===== src/rtl/ipsl_pcie_apb_arb_v1_0.sv =====
// ipsl_pcie_apb_arb_v1_0: round-robin arbiter sharing one APB config port between two masters,
// with a programmable access-phase timeout so a stalled slave cannot lock the bus.
module ipsl_pcie_apb_arb_v1_0 #(
    parameter int unsigned     TO_W      = 16,
    parameter logic [TO_W-1:0] TO_CYCLES = 16'd1024
) (
    input  logic        i_clk,
    input  logic        i_rst_n,
    input  logic        i_m0_p_sel,
    input  logic [3:0]  i_m0_p_strb,
    input  logic [15:0] i_m0_p_addr,
    input  logic [31:0] i_m0_p_wdata,
    input  logic        i_m0_p_we,
    output logic        o_m0_p_rdy,
    output logic [31:0] o_m0_p_rdata,
    input  logic        i_m1_p_sel,
    input  logic [3:0]  i_m1_p_strb,
    input  logic [15:0] i_m1_p_addr,
    input  logic [31:0] i_m1_p_wdata,
    input  logic        i_m1_p_we,
    output logic        o_m1_p_rdy,
    output logic [31:0] o_m1_p_rdata,
    output logic        o_p_sel,
    output logic        o_p_ce,
    output logic        o_p_we,
    output logic [3:0]  o_p_strb,
    output logic [15:0] o_p_addr,
    output logic [31:0] o_p_wdata,
    input  logic        i_p_rdy,
    input  logic [31:0] i_p_rdata,
    output logic        o_timeout,
    output logic        o_grant
);
    typedef enum logic [1:0] {IDLE, SETUP, ACCESS, DONE} state_t;

    localparam logic [TO_W-1:0] TO_LAST = TO_CYCLES - 1'b1;

    state_t          state_q, state_d;
    logic            grant_q, grant_d, last_q, last_d;
    logic            sel_q, sel_d, ce_q, ce_d, we_q, we_d;
    logic [3:0]      strb_q, strb_d;
    logic [15:0]     addr_q, addr_d;
    logic [31:0]     wdata_q, wdata_d, rdata0_q, rdata0_d, rdata1_q, rdata1_d;
    logic            rdy0_q, rdy0_d, rdy1_q, rdy1_d, to_q, to_d;
    logic [TO_W-1:0] cnt_q, cnt_d;
    logic            win, abort;

    // On a tie the master that did not own the previous transfer wins.
    assign win   = (i_m0_p_sel && i_m1_p_sel) ? ~last_q : i_m1_p_sel;
    assign abort = (TO_CYCLES != '0) && (cnt_q == TO_LAST) && !i_p_rdy;

    always_comb begin
        state_d  = state_q;
        grant_d  = grant_q;
        last_d   = last_q;
        sel_d    = sel_q;
        ce_d     = ce_q;
        we_d     = we_q;
        strb_d   = strb_q;
        addr_d   = addr_q;
        wdata_d  = wdata_q;
        cnt_d    = cnt_q;
        rdata0_d = rdata0_q;
        rdata1_d = rdata1_q;
        rdy0_d   = 1'b0;
        rdy1_d   = 1'b0;
        to_d     = 1'b0;
        case (state_q)
            IDLE: if (i_m0_p_sel || i_m1_p_sel) begin
                state_d = SETUP;
                grant_d = win;
                last_d  = win;
                sel_d   = 1'b1;
                we_d    = win ? i_m1_p_we    : i_m0_p_we;
                strb_d  = win ? i_m1_p_strb  : i_m0_p_strb;
                addr_d  = win ? i_m1_p_addr  : i_m0_p_addr;
                wdata_d = win ? i_m1_p_wdata : i_m0_p_wdata;
            end
            SETUP: begin
                state_d = ACCESS;
                ce_d    = 1'b1;
                cnt_d   = '0;
            end
            ACCESS: if (i_p_rdy || abort) begin
                state_d  = DONE;
                sel_d    = 1'b0;
                ce_d     = 1'b0;
                we_d     = 1'b0;
                strb_d   = '0;
                addr_d   = '0;
                wdata_d  = '0;
                rdy0_d   = !grant_q;
                rdy1_d   = grant_q;
                to_d     = abort;
                rdata0_d = grant_q ? rdata0_q : (abort ? 32'h0 : i_p_rdata);
                rdata1_d = grant_q ? (abort ? 32'h0 : i_p_rdata) : rdata1_q;
            end else begin
                cnt_d = cnt_q + 1'b1;
            end
            default: state_d = IDLE;
        endcase
    end

    always_ff @(posedge i_clk or negedge i_rst_n) begin
        if (!i_rst_n) begin
            state_q  <= IDLE;
            grant_q  <= 1'b0;
            last_q   <= 1'b1;
            sel_q    <= 1'b0;
            ce_q     <= 1'b0;
            we_q     <= 1'b0;
            strb_q   <= '0;
            addr_q   <= '0;
            wdata_q  <= '0;
            cnt_q    <= '0;
            rdata0_q <= '0;
            rdata1_q <= '0;
            rdy0_q   <= 1'b0;
            rdy1_q   <= 1'b0;
            to_q     <= 1'b0;
        end else begin
            state_q  <= state_d;
            grant_q  <= grant_d;
            last_q   <= last_d;
            sel_q    <= sel_d;
            ce_q     <= ce_d;
            we_q     <= we_d;
            strb_q   <= strb_d;
            addr_q   <= addr_d;
            wdata_q  <= wdata_d;
            cnt_q    <= cnt_d;
            rdata0_q <= rdata0_d;
            rdata1_q <= rdata1_d;
            rdy0_q   <= rdy0_d;
            rdy1_q   <= rdy1_d;
            to_q     <= to_d;
        end
    end

    assign o_p_sel      = sel_q;
    assign o_p_ce       = ce_q;
    assign o_p_we       = we_q;
    assign o_p_strb     = strb_q;
    assign o_p_addr     = addr_q;
    assign o_p_wdata    = wdata_q;
    assign o_m0_p_rdy   = rdy0_q;
    assign o_m1_p_rdy   = rdy1_q;
    assign o_m0_p_rdata = rdata0_q;
    assign o_m1_p_rdata = rdata1_q;
    assign o_timeout    = to_q;
    assign o_grant      = grant_q;
endmodule


===== config.mk =====
export PLATFORM = sky130hd
export DESIGN_NAME = ipsl_pcie_apb_arb_v1_0
export DESIGN_NICKNAME = d
export VERILOG_FILES = /design/src/rtl/ipsl_pcie_apb_arb_v1_0.sv
export SDC_FILE = /design/constraint.sdc
export NUM_CORES = 1
export LEC_CHECK = 0
export ABC_AREA = 0
export BUFFER_PORTS_ARGS = -buffer_cell sky130_fd_sc_hd__buf_4
export CAP_MARGIN = 15
export CORE_UTILIZATION = 53
export DETAILED_ROUTE_END_ITERATION = 7
export PLACE_DENSITY = 0.86
export SYNTH_ARGS = -nofsm -noshare
export SYNTH_HDL_FRONTEND = slang
export SYNTH_SLANG_ARGS = --single-unit

===== constraint.sdc =====
create_clock -name i_clk -period 5.6 [get_ports i_clk]
set_input_delay 0.84 -clock i_clk [delete_from_list [all_inputs] [get_ports i_clk]]
set_output_delay 0.84 -clock i_clk [all_outputs]
set_load 0.005 [all_outputs]

==> results of run 1 <==
power by group:
group / total, mW / switching, mW / internal (mW)
sequential: 1.69 / 0.282 / 1.41
clock: 1.12 / 0.434 / 0.682
combinational: 1.90 / 0.952 / 0.949
total: 4.71 / 1.67 / 3.04
worst min path at each step:
stage / start / to / slack [ns] / cells past startpoint
global placement: o_m0_p_rdata[18] / o_m0_p_rdata[18] / 0.47 / 1
finish: i_rst_n / o_m0_p_rdata[18] / 0.48 / 1
floorplan: o_m0_p_rdata[0] / o_m0_p_rdata[0] / 0.49 / 1
global route: o_m1_p_rdata[18] / o_m1_p_rdata[18] / 0.50 / 1
detailed placement: o_m1_p_rdata[18] / o_m1_p_rdata[18] / 0.48 / 1
CTS: o_m1_p_rdata[18] / o_m1_p_rdata[18] / 0.50 / 1
area by class of cell:
| type | count | area, um2 |
|---|---|---|
| fillers | 849 | 2775 |
| clock buffers | 20 | 456.7 |
| inverters | 5 | 18.77 |
| repair buffers | 274 | 2081 |
| well taps | 168 | 210.2 |
| multi-input cells | 445 | 2982 |
| clock inverters | 12 | 133.9 |
| flip-flops and latches | 142 | 3555 |
kinds of logic after synthesis:
logic type,Yosys count,synth area share (%)
AO/OA/AOI/OAI,198,20.24
AND/OR/NAND/NOR,172,12.09
flip-flops,142,52.61
buffers and inverters,63,3.944
multiplexers,55,8.241
XOR/XNOR,15,1.944
adder cells (fa/ha/maj),5,0.9259
Yosys cell counts, drive strengths merged:
master / number
a32o: 65
and3b: 1
nand3: 4
nor3: 3
dfstp: 1
a21boi: 1
and4: 2
xor2: 11
and2: 1
o211ai: 1
a21oi: 54
xnor2: 4
buf: 20
a221o: 1
o21bai: 1
nand4: 5
inv: 5
nand2b: 1
dfrtp: 141
o21ai: 59
a21o: 15
a31oi: 1
mux2i: 53
ha: 5
nor2: 60
nor4: 3
nor2b: 2
or4: 1
and3: 3
and4bb: 2
clkbuf: 38
nor3b: 16
and4b: 1
mux2: 2
nand2: 64
nor4b: 3
sequential cells by signal, summed over array words and instances (netlist names):
| signal | cells |
|---|---|
| o_timeout | 1 |
| o_p_ce | 1 |
| o_grant | 1 |
| state_q | 2 |
| o_p_addr | 16 |
| o_p_sel | 1 |
| cnt_q | 16 |
| o_p_strb | 4 |
| o_m0_p_rdy | 1 |
| last_q | 1 |
| o_m0_p_rdata | 32 |
| o_p_wdata | 32 |
| o_m1_p_rdy | 1 |
| o_m1_p_rdata | 32 |
| o_p_we | 1 |
layer usage:
layer | vias to the layer above | global-route usage [%] | wire [um]
li1 | 2854 | - | -
met3 | 41 | 6.800 | 1350
met5 | - | 0 | 0
met4 | 0 | 13.42 | 514
met2 | 317 | 51.53 | 9930
met1 | 3024 | 35.26 | 7390
==> impl_results.md, run 1 <==
- # placed instances: 1033
- Wire length of the first global-routing pass: 30120 um
- Slowest stage cell on the critical path: sky130_fd_sc_hd__nor3_1
- Dominant cells by area after synthesis: sky130_fd_sc_hd__dfrtp_1, sky130_fd_sc_hd__a32o_1, sky130_fd_sc_hd__mux2i_1, sky130_fd_sc_hd__o21ai_0, sky130_fd_sc_hd__a21oi_1
- Diodes inserted: 0
- Cells traversed along the worst timing path: inv_1, ha_1, inv_2, nor3_1, o21bai_4, buf_12, mux2_2
- Cell area after layout: 9437 um2
- Worst Max-Slew Pin Slew: 0.9608 ns
- Startpoint of the lowest-slack register-to-register path: state_q[0]
- Post-CTS setup buffer count: 0
- TritonCTS clock tree: built
- Peak per-stage delay on the critical path: 0.57 ns
- Core Region: 12210 um2
- Crit-path leading delay family: buffers and inverters
- Layout cells sized above 1: 35.52%
- Post-layout min period: 2.926 ns
- Commonest cells after routing, fill and taps aside: sky130_fd_sc_hd__buf_4, sky130_fd_sc_hd__dfrtp_1, sky130_fd_sc_hd__a32o_1
- Final worst path period share: 52.25%
- Worst Setup Slack post-DPL: 2.588 ns
- Number of vias in the routed layout: 6236
- All-layer global routing usage: 29.69%
- Count of warnings emitted by yosys: 0
- Overall power after layout: 4.709 mW
- Final core area utilization: 77.27%
- Total clock buffers created by CTS: 17
- Critical Path Fanout Max: 55
- Worst Setup Start Kind: flip-flop
- Horizontal die dimension: 114.9 um
- Total number of placement rows: 40
- Total wire length: 19190 um
- Post-CTS Hold Fix Bufs: 0
- Data arrival at the endpoint of the critical path: 3.23 ns
- Initial core utilization: 55.33%
- Maximum ir drop on the vdd rail: 0.2641 mV
- Final std cells w/o fill: 1066
- Max-cap violations: 0
- Detailed Routing Iterations Pass 1: 7
- Num ports: 266
- Final routed DRC violation total: 0
- Clock Skews: 0.01779 ns
- Number of levels in the clock H-tree: 4
- Clock network latency to the later pin of the worst-skew pair: 0.43 ns
- Part of the Yosys area used for sequential elements: 52.61%
- Largest net degree at the start of global routing: 97
- Crit path from: state_q[0]
- Number of DRC markers in iteration 0: 527
- Global-route congestion overflow total: 0
- Clock Tree Buf Depth: 2
- Post-DR vias/cell: 5.850
- Critical Path End Type: flip-flop
- Flops & latches, synth: 142
- Cell depth of the worst setup path: 7
- FF-to-FF setup slack: 2.67 ns
- Post-synth net total: 798
- Total of endpoints with negative setup slack in the final report: 0
- Area of the mapped netlist: 6756 um2
- Most common cell after layout, fill and taps aside: sky130_fd_sc_hd__buf_4
- Routed len/inst: 18.00 um
- Maximum clock rate: 0.3418 GHz
- Mean instance size in the synthesized netlist: 10.39 um2
- Fin Hold WS: 0.4813 ns
- Count of instances resized after the clock tree is built: 0
- Unique masters post-synth: 42
- Vias in the first global route: 6125
- DPL Wire Length: 13230 um
- Proportion of netlist area held by the largest area contributor: 52.22%
- Post-DP Area: 8826 um2
- Static power due to leakage: 4.646 nW
- Tightest slew margin relative to the limit: 35.85%
- Post-synthesis cell count: 650
- Die area: 13200 um2
- Setup repair after global routing missed its margin: no
- Largest area contributor in the synthesized netlist: sky130_fd_sc_hd__dfrtp_1
- Type of the worst min-delay path: in2async
- Nets: 1033
- Total power density per cell area: 499.0 nW/um2
- Setup TNS after final layout: 0 ns
- IO buf count: 265
- Final worst-path setup slack: 2.674 ns
- Sinks on Clock Net: 142
- Data required time at the worst endpoint: 5.91 ns
- CP bufs+invs: 3
- Cell at the root of the clock tree: sky130_fd_sc_hd__clkbuf_16
- Final number of max-transition violations: 0
- Reg2reg path depth: 7
- Category of the critical setup timing path: reg2reg
- Post-detailed-route count of antenna-violating nets: 0
- Critical path endpoint: state_q[1]
- Endpoint of the most critical register-to-register path: state_q[1]
- Clk slew on worst S/H paths: 0.06 ns
- Number of antenna violations at the first check in global routing: 0
- Number of hold violations in the final report: 0
- Vertical die dimension: 114.9 um
- Synth-to-Final Area Change: 39.67%
- Outcome: completed
- Final weighted congestion in routability-driven placement: 0.8267
No activity file was read; power rests on OpenSTA's default activity.
==> inputs of run 2 (changes only) <==
- CORE_UTILIZATION: 53 -> 49
- PLACE_DENSITY: 0.86 -> 0.8
- clock period: 5.6 -> 2.8 ns (I/O delays scaled with it)
==> run 2 against run 1 <==
Compared with the run above:
- utilization fell by 6.2 points
- via count decreased by 2.3%
- worst hold slack got worse by 0.23 ns
- global-route usage down 2.8 points
- critical path type unchanged
- largest cell class unchanged
- highest routed layer unchanged
==> impl_results.md, run 2 (same netlist as run 1, synthesis figures left out) <==
- Outcome: completed
- Synth-to-Final Area Change: 40.37%
- Setup TNS after final layout: 0 ns
- Post-detailed-route count of antenna-violating nets: 0
- Detailed Routing Iterations Pass 1: 4
- Vias in the first global route: 6092
- Post-CTS Hold Fix Bufs: 1
- Final routed DRC violation total: 0
- Maximum ir drop on the vdd rail: 0.4839 mV
- TritonCTS clock tree: built
- Peak per-stage delay on the critical path: 0.58 ns
- Routed len/inst: 17.23 um
- Max-cap violations: 0
- Crit-path leading delay family: simple AND/OR/NAND/NOR gates
- Number of DRC markers in iteration 0: 471
- Clock Tree Buf Depth: 2
- # placed instances: 1049
- Type of the worst min-delay path: in2reg
- Overall power after layout: 9.240 mW
- Critical Path End Type: flip-flop
- Number of vias in the routed layout: 6093
- Final weighted congestion in routability-driven placement: 0.8803
- Diodes inserted: 0
- Number of antenna violations at the first check in global routing: 0
- Final core area utilization: 71.05%
- Fin Hold WS: 0.2488 ns
- Largest net degree at the start of global routing: 73
- Core Region: 13350 um2
- Critical Path Fanout Max: 36
- Tightest slew margin relative to the limit: 57.28%
- Slowest stage cell on the critical path: sky130_fd_sc_hd__and4_1
- Total of endpoints with negative setup slack in the final report: 0
- Clk slew on worst S/H paths: 0.05 ns
- Fillcell total: 1012
- Clock network latency to the later pin of the worst-skew pair: 0.41 ns
- IO buf count: 265
- Layout cells sized above 1: 35.77%
- DPL Wire Length: 13340 um
- Count of instances resized after the clock tree is built: 0
- Final worst path period share: 80.44%
- Total clock buffers created by CTS: 17
- Post-CTS setup buffer count: 0
- All-layer global routing usage: 26.85%
- Nets: 1041
- Sinks on Clock Net: 142
- Total power density per cell area: 974.3 nW/um2
- Die area: 14260 um2
- Total number of placement rows: 42
- Setup repair after global routing missed its margin: no
- Total wire length: 18600 um
- Number of hold violations in the final report: 0
- Wire length of the first global-routing pass: 30090 um
- Maximum clock rate: 0.4440 GHz
- Commonest cells after routing, fill and taps aside: sky130_fd_sc_hd__buf_4, sky130_fd_sc_hd__dfrtp_1, sky130_fd_sc_hd__a32o_1
- Post-DR vias/cell: 5.647
- Data required time at the worst endpoint: 3.05 ns
- Worst Max-Slew Pin Slew: 0.6407 ns
- Most common cell after layout, fill and taps aside: sky130_fd_sc_hd__buf_4
- Cell at the root of the clock tree: sky130_fd_sc_hd__clkbuf_16
- Num ports: 266
- Cells traversed along the worst timing path: nor4_1, and4_1, o21bai_4, buf_12, nand2_1, o21ai_0
- Number of levels in the clock H-tree: 4
- Post-layout min period: 2.252 ns
- Final std cells w/o fill: 1079
- Data arrival at the endpoint of the critical path: 2.51 ns
- Horizontal die dimension: 119.4 um
- Global-route congestion overflow total: 0
- Final number of max-transition violations: 0
- Worst Setup Start Kind: flip-flop
- Initial core utilization: 50.62%
- Vertical die dimension: 119.4 um
- Clock Skews: 0.008634 ns
- CP bufs+invs: 1
- Static power due to leakage: 4.681 nW
- Category of the critical setup timing path: reg2reg
[run 2: routing by layer]
layer	track usage (%)	wire (um)
met4	11.25	460
met2	45.82	9346
met3	5.747	1147
met5	0	0
met1	32.94	7640
[run 2: cell type report]
| cell class | count | area, um2 | share of cell area, % |
|---|---|---|---|
| inverters | 5 | 18.77 | 0.1979 |
| clock buffers | 22 | 484.2 | 5.106 |
| clock inverters | 7 | 63.81 | 0.6728 |
| multi-input cells | 445 | 2982 | 31.44 |
| repair buffers | 282 | 2161 | 22.78 |
| flip-flops and latches | 142 | 3555 | 37.48 |
| well taps | 176 | 220.2 | 2.322 |
[run 2: through the flow]
step / cell area [um2] / worst slack, ns
after floorplan: 6756 / 0.8221
after global placement: 8926 / 0.6865
after detailed placement: 8926 / 0.5639
after CTS: 9484 / 0.5425
after global routing: 9484 / 0.3650
final: 9484 / 0.5478
[run 2: final timing paths]
| kind | from | endpoint | slack (ns) | cells past startpoint |
|---|---|---|---|---|
| min reg2reg | o_m1_p_rdata[26] | o_m1_p_rdata[26] | 0.49 | 1 |
| max | cnt_q[12] | o_p_wdata[2] | 0.55 | 6 |
| max reg2reg | cnt_q[12] | o_p_wdata[2] | 0.55 | 6 |
| min in group asynchronous | i_rst_n | o_m1_p_rdata[3] | 0.54 | 2 |
| min | i_m0_p_sel | last_q | 0.25 | 2 |
| max in group asynchronous | i_rst_n | last_q | 1.46 | 3 |
[run 2: worst register-to-register path, stage by stage, from the launching register on]
cell and delay, ns:
sky130_fd_sc_hd__dfrtp_1 0.42, sky130_fd_sc_hd__nor4_1 0.38, sky130_fd_sc_hd__and4_1 0.58, sky130_fd_sc_hd__o21bai_4 0.28, sky130_fd_sc_hd__buf_12 0.26, sky130_fd_sc_hd__nand2_1 0.09, sky130_fd_sc_hd__o21ai_0 0.09
[run 2: power by group]
group          switching, mW  total (mW)  leakage (nW)  internal, mW
sequential             0.537        3.36          1.83          2.82
combinational           1.89        3.80          2.57          1.92
clock                  0.784        2.08         0.277          1.29
==> inputs of run 3 (changes only) <==
- clock period: 2.8 -> 2.2 ns (I/O delays scaled with it)
==> run 3 against run 2 <==
Compared with the run above:
- clock-buffer cell count shrank 1
- fmax grew 6.8%
- combinational power grew 31%
- die area is the same
- critical path depth grew 1
- global-route usage grew 0.33 points
- via count grew 1.1%
- sequential share of layout area shrank 0.28 points
- worst hold slack lost 0.12 ns
- routed wire length grew 2.1%
- flip-flop and latch count is the same
- non-clock buffer count is the same
- critical path type unchanged
- largest cell class unchanged
- highest routed layer unchanged
==> impl_results.md, run 3 (same netlist as run 1, synthesis figures left out) <==
- Outcome: completed
- Final number of max-transition violations: 0
- Most common cell after layout, fill and taps aside: sky130_fd_sc_hd__buf_4
- Number of antenna violations at the first check in global routing: 0
- Static power due to leakage: 4.706 nW
- Maximum ir drop on the vdd rail: 0.7312 mV
- Clock Skews: 0.01108 ns
- Routed len/inst: 17.55 um
- Worst Max-Slew Pin Slew: 0.6496 ns
- Hold endpoint: last_q
- Data arrival at the endpoint of the critical path: 2.42 ns
- Core Region: 13350 um2
- Total number of placement rows: 42
- Final worst path period share: 95.87%
- Commonest cells after routing, fill and taps aside: sky130_fd_sc_hd__buf_4, sky130_fd_sc_hd__dfrtp_1, sky130_fd_sc_hd__a32o_1
- Post-detailed-route count of antenna-violating nets: 0
- Horizontal die dimension: 119.4 um
- Detailed Routing Iterations Pass 1: 5
- Diodes inserted: 0
- Max-cap violations: 0
- Number of levels in the clock H-tree: 4
- Endpoint of the most critical register-to-register path: cnt_q[7]
- Final routed DRC violation total: 0
- Clock Tree Buf Depth: 2
- IO buf count: 265
- FF-to-FF setup slack: 0.09 ns
- Total wire length: 18990 um
- DPL Wire Length: 13110 um
- Worst hold start: i_m0_p_sel
- Setup repair after global routing missed its margin: no
- Nets: 1041
- Total power density per cell area: 1259 nW/um2
- Cells traversed along the worst timing path: ha_1, and3_1, and4_2, buf_4, nor4b_1, xor2_1, a21o_1
- Reg2reg path depth: 7
- Die area: 14260 um2
- Maximum clock rate: 0.4741 GHz
- Critical Path End Type: flip-flop
- Vertical die dimension: 119.4 um
- Clk slew on worst S/H paths: 0.06 ns
- Total of endpoints with negative setup slack in the final report: 0
- Synth-to-Final Area Change: 41.44%
- Number of vias in the routed layout: 6162
- Type of the worst min-delay path: in2reg
- Startpoint of the lowest-slack register-to-register path: cnt_q[0]
- Post-DR vias/cell: 5.695
- TritonCTS clock tree: built
- Vias in the first global route: 6111
- Hold path cells: 2
- Critical Path Fanout Max: 6
- Clock network latency to the later pin of the worst-skew pair: 0.42 ns
- Post-CTS setup buffer count: 0
- Final core area utilization: 71.60%
- Number of DRC markers in iteration 0: 450
- Final weighted congestion in routability-driven placement: 0.8352
- Peak per-stage delay on the critical path: 0.43 ns
- Wire length of the first global-routing pass: 30110 um
- Post-layout min period: 2.109 ns
- Cell at the root of the clock tree: sky130_fd_sc_hd__clkbuf_16
- Layout cells sized above 1: 36.09%
- Final std cells w/o fill: 1082
- Number of hold violations in the final report: 0
- # placed instances: 1049
- Num ports: 266
- Crit path from: cnt_q[0]
- All-layer global routing usage: 27.18%
- Total clock buffers created by CTS: 17
- Slowest stage cell on the critical path: sky130_fd_sc_hd__dfrtp_1
- Initial core utilization: 50.62%
- Data required time at the worst endpoint: 2.51 ns
- Global-route congestion overflow total: 0
- Worst Setup Start Kind: flip-flop
- Setup TNS after final layout: 0 ns
- Sinks on Clock Net: 142
- Category of the critical setup timing path: reg2reg
- Tightest slew margin relative to the limit: 56.69%
- Largest net degree at the start of global routing: 91
-- run 3: cell types whose count changed in the layout (fill, tap and decap cells not counted), sizes merged --
cell,before,now
bufinv,1,2
clkbuf,22,21
clkinv,6,7
clkinvlp,0,1
inv,5,6
-- run 3: cell type report --
type / instances / area (um2)
Clock buffer: 21 / 460.4
Clock inverter: 11 / 115.1
Fill cell: 981 / 3791
Inverter: 5 / 18.77
Multi-Input combinational cell: 445 / 2989
Sequential cell: 142 / 3555
Tap cell: 176 / 220.2
Timing Repair Buffer: 282 / 2198
-- run 3: metrics by stage --
| stage | total power, mW | hold slack [ns] | instance area [um2] | setup slack, ns |
|---|---|---|---|---|
| global route | 12.74 | 0.1349 | 9557 | 0.00001510 |
| floorplan | 6.713 | 0.03441 | 6756 | 0.2221 |
| global placement | 8.997 | 0.3022 | 8964 | 0.1516 |
| CTS | 12.08 | 0.1204 | 9549 | 0.05142 |
| detailed placement | 9.244 | 0.3077 | 8964 | 0.08900 |
| finish | 12.03 | 0.1332 | 9557 | 0.09083 |
-- run 3: worst max path at each step --
stage	endpoint	cells after the start	slack [ns]
2_1_floorplan	state_q[1]	8	0.22
3_3_place_gp	state_q[0]	5	0.15
3_5_place_dp	cnt_q[7]	7	0.09
4_1_cts	cnt_q[7]	7	0.05
5_1_grt	cnt_q[7]	7	0.00002
6_report	cnt_q[7]	7	0.09
-- run 3: layer usage --
metal	vias to the layer above	global-route usage [%]	routed length [um]
li1	2862	-	-
met1	2974	32.17	7512
met2	293	46.95	9626
met3	33	7.328	1411
met4	0	10.63	439
met5	-	0	0
-- run 3: worst max-delay path, delay by kind of cell (launching register included) --
family	cells	cell delay, ns
adders and majority gates	1	0.25
and+or+nand+nor	3	0.80
DFF	1	0.43
buffers and inverters	1	0.18
xor gates and xnor gates	1	0.13
AOI/OAI and AO/OA	1	0.19
-- run 3: report_power, final --
part	leakage, nW	internal [mW]	switching, mW
registers	1.83	3.59	0.690
clock network	0.287	1.72	1.07
logic	2.59	2.50	2.46
-- run 3: what timing repair did --
item | in CTS | in global routing
hold endpoints to repair | 48 | 0
setup endpoints to repair | 0 | 5
hold buffers | 1 | 0
gates resized for setup | 0 | 2
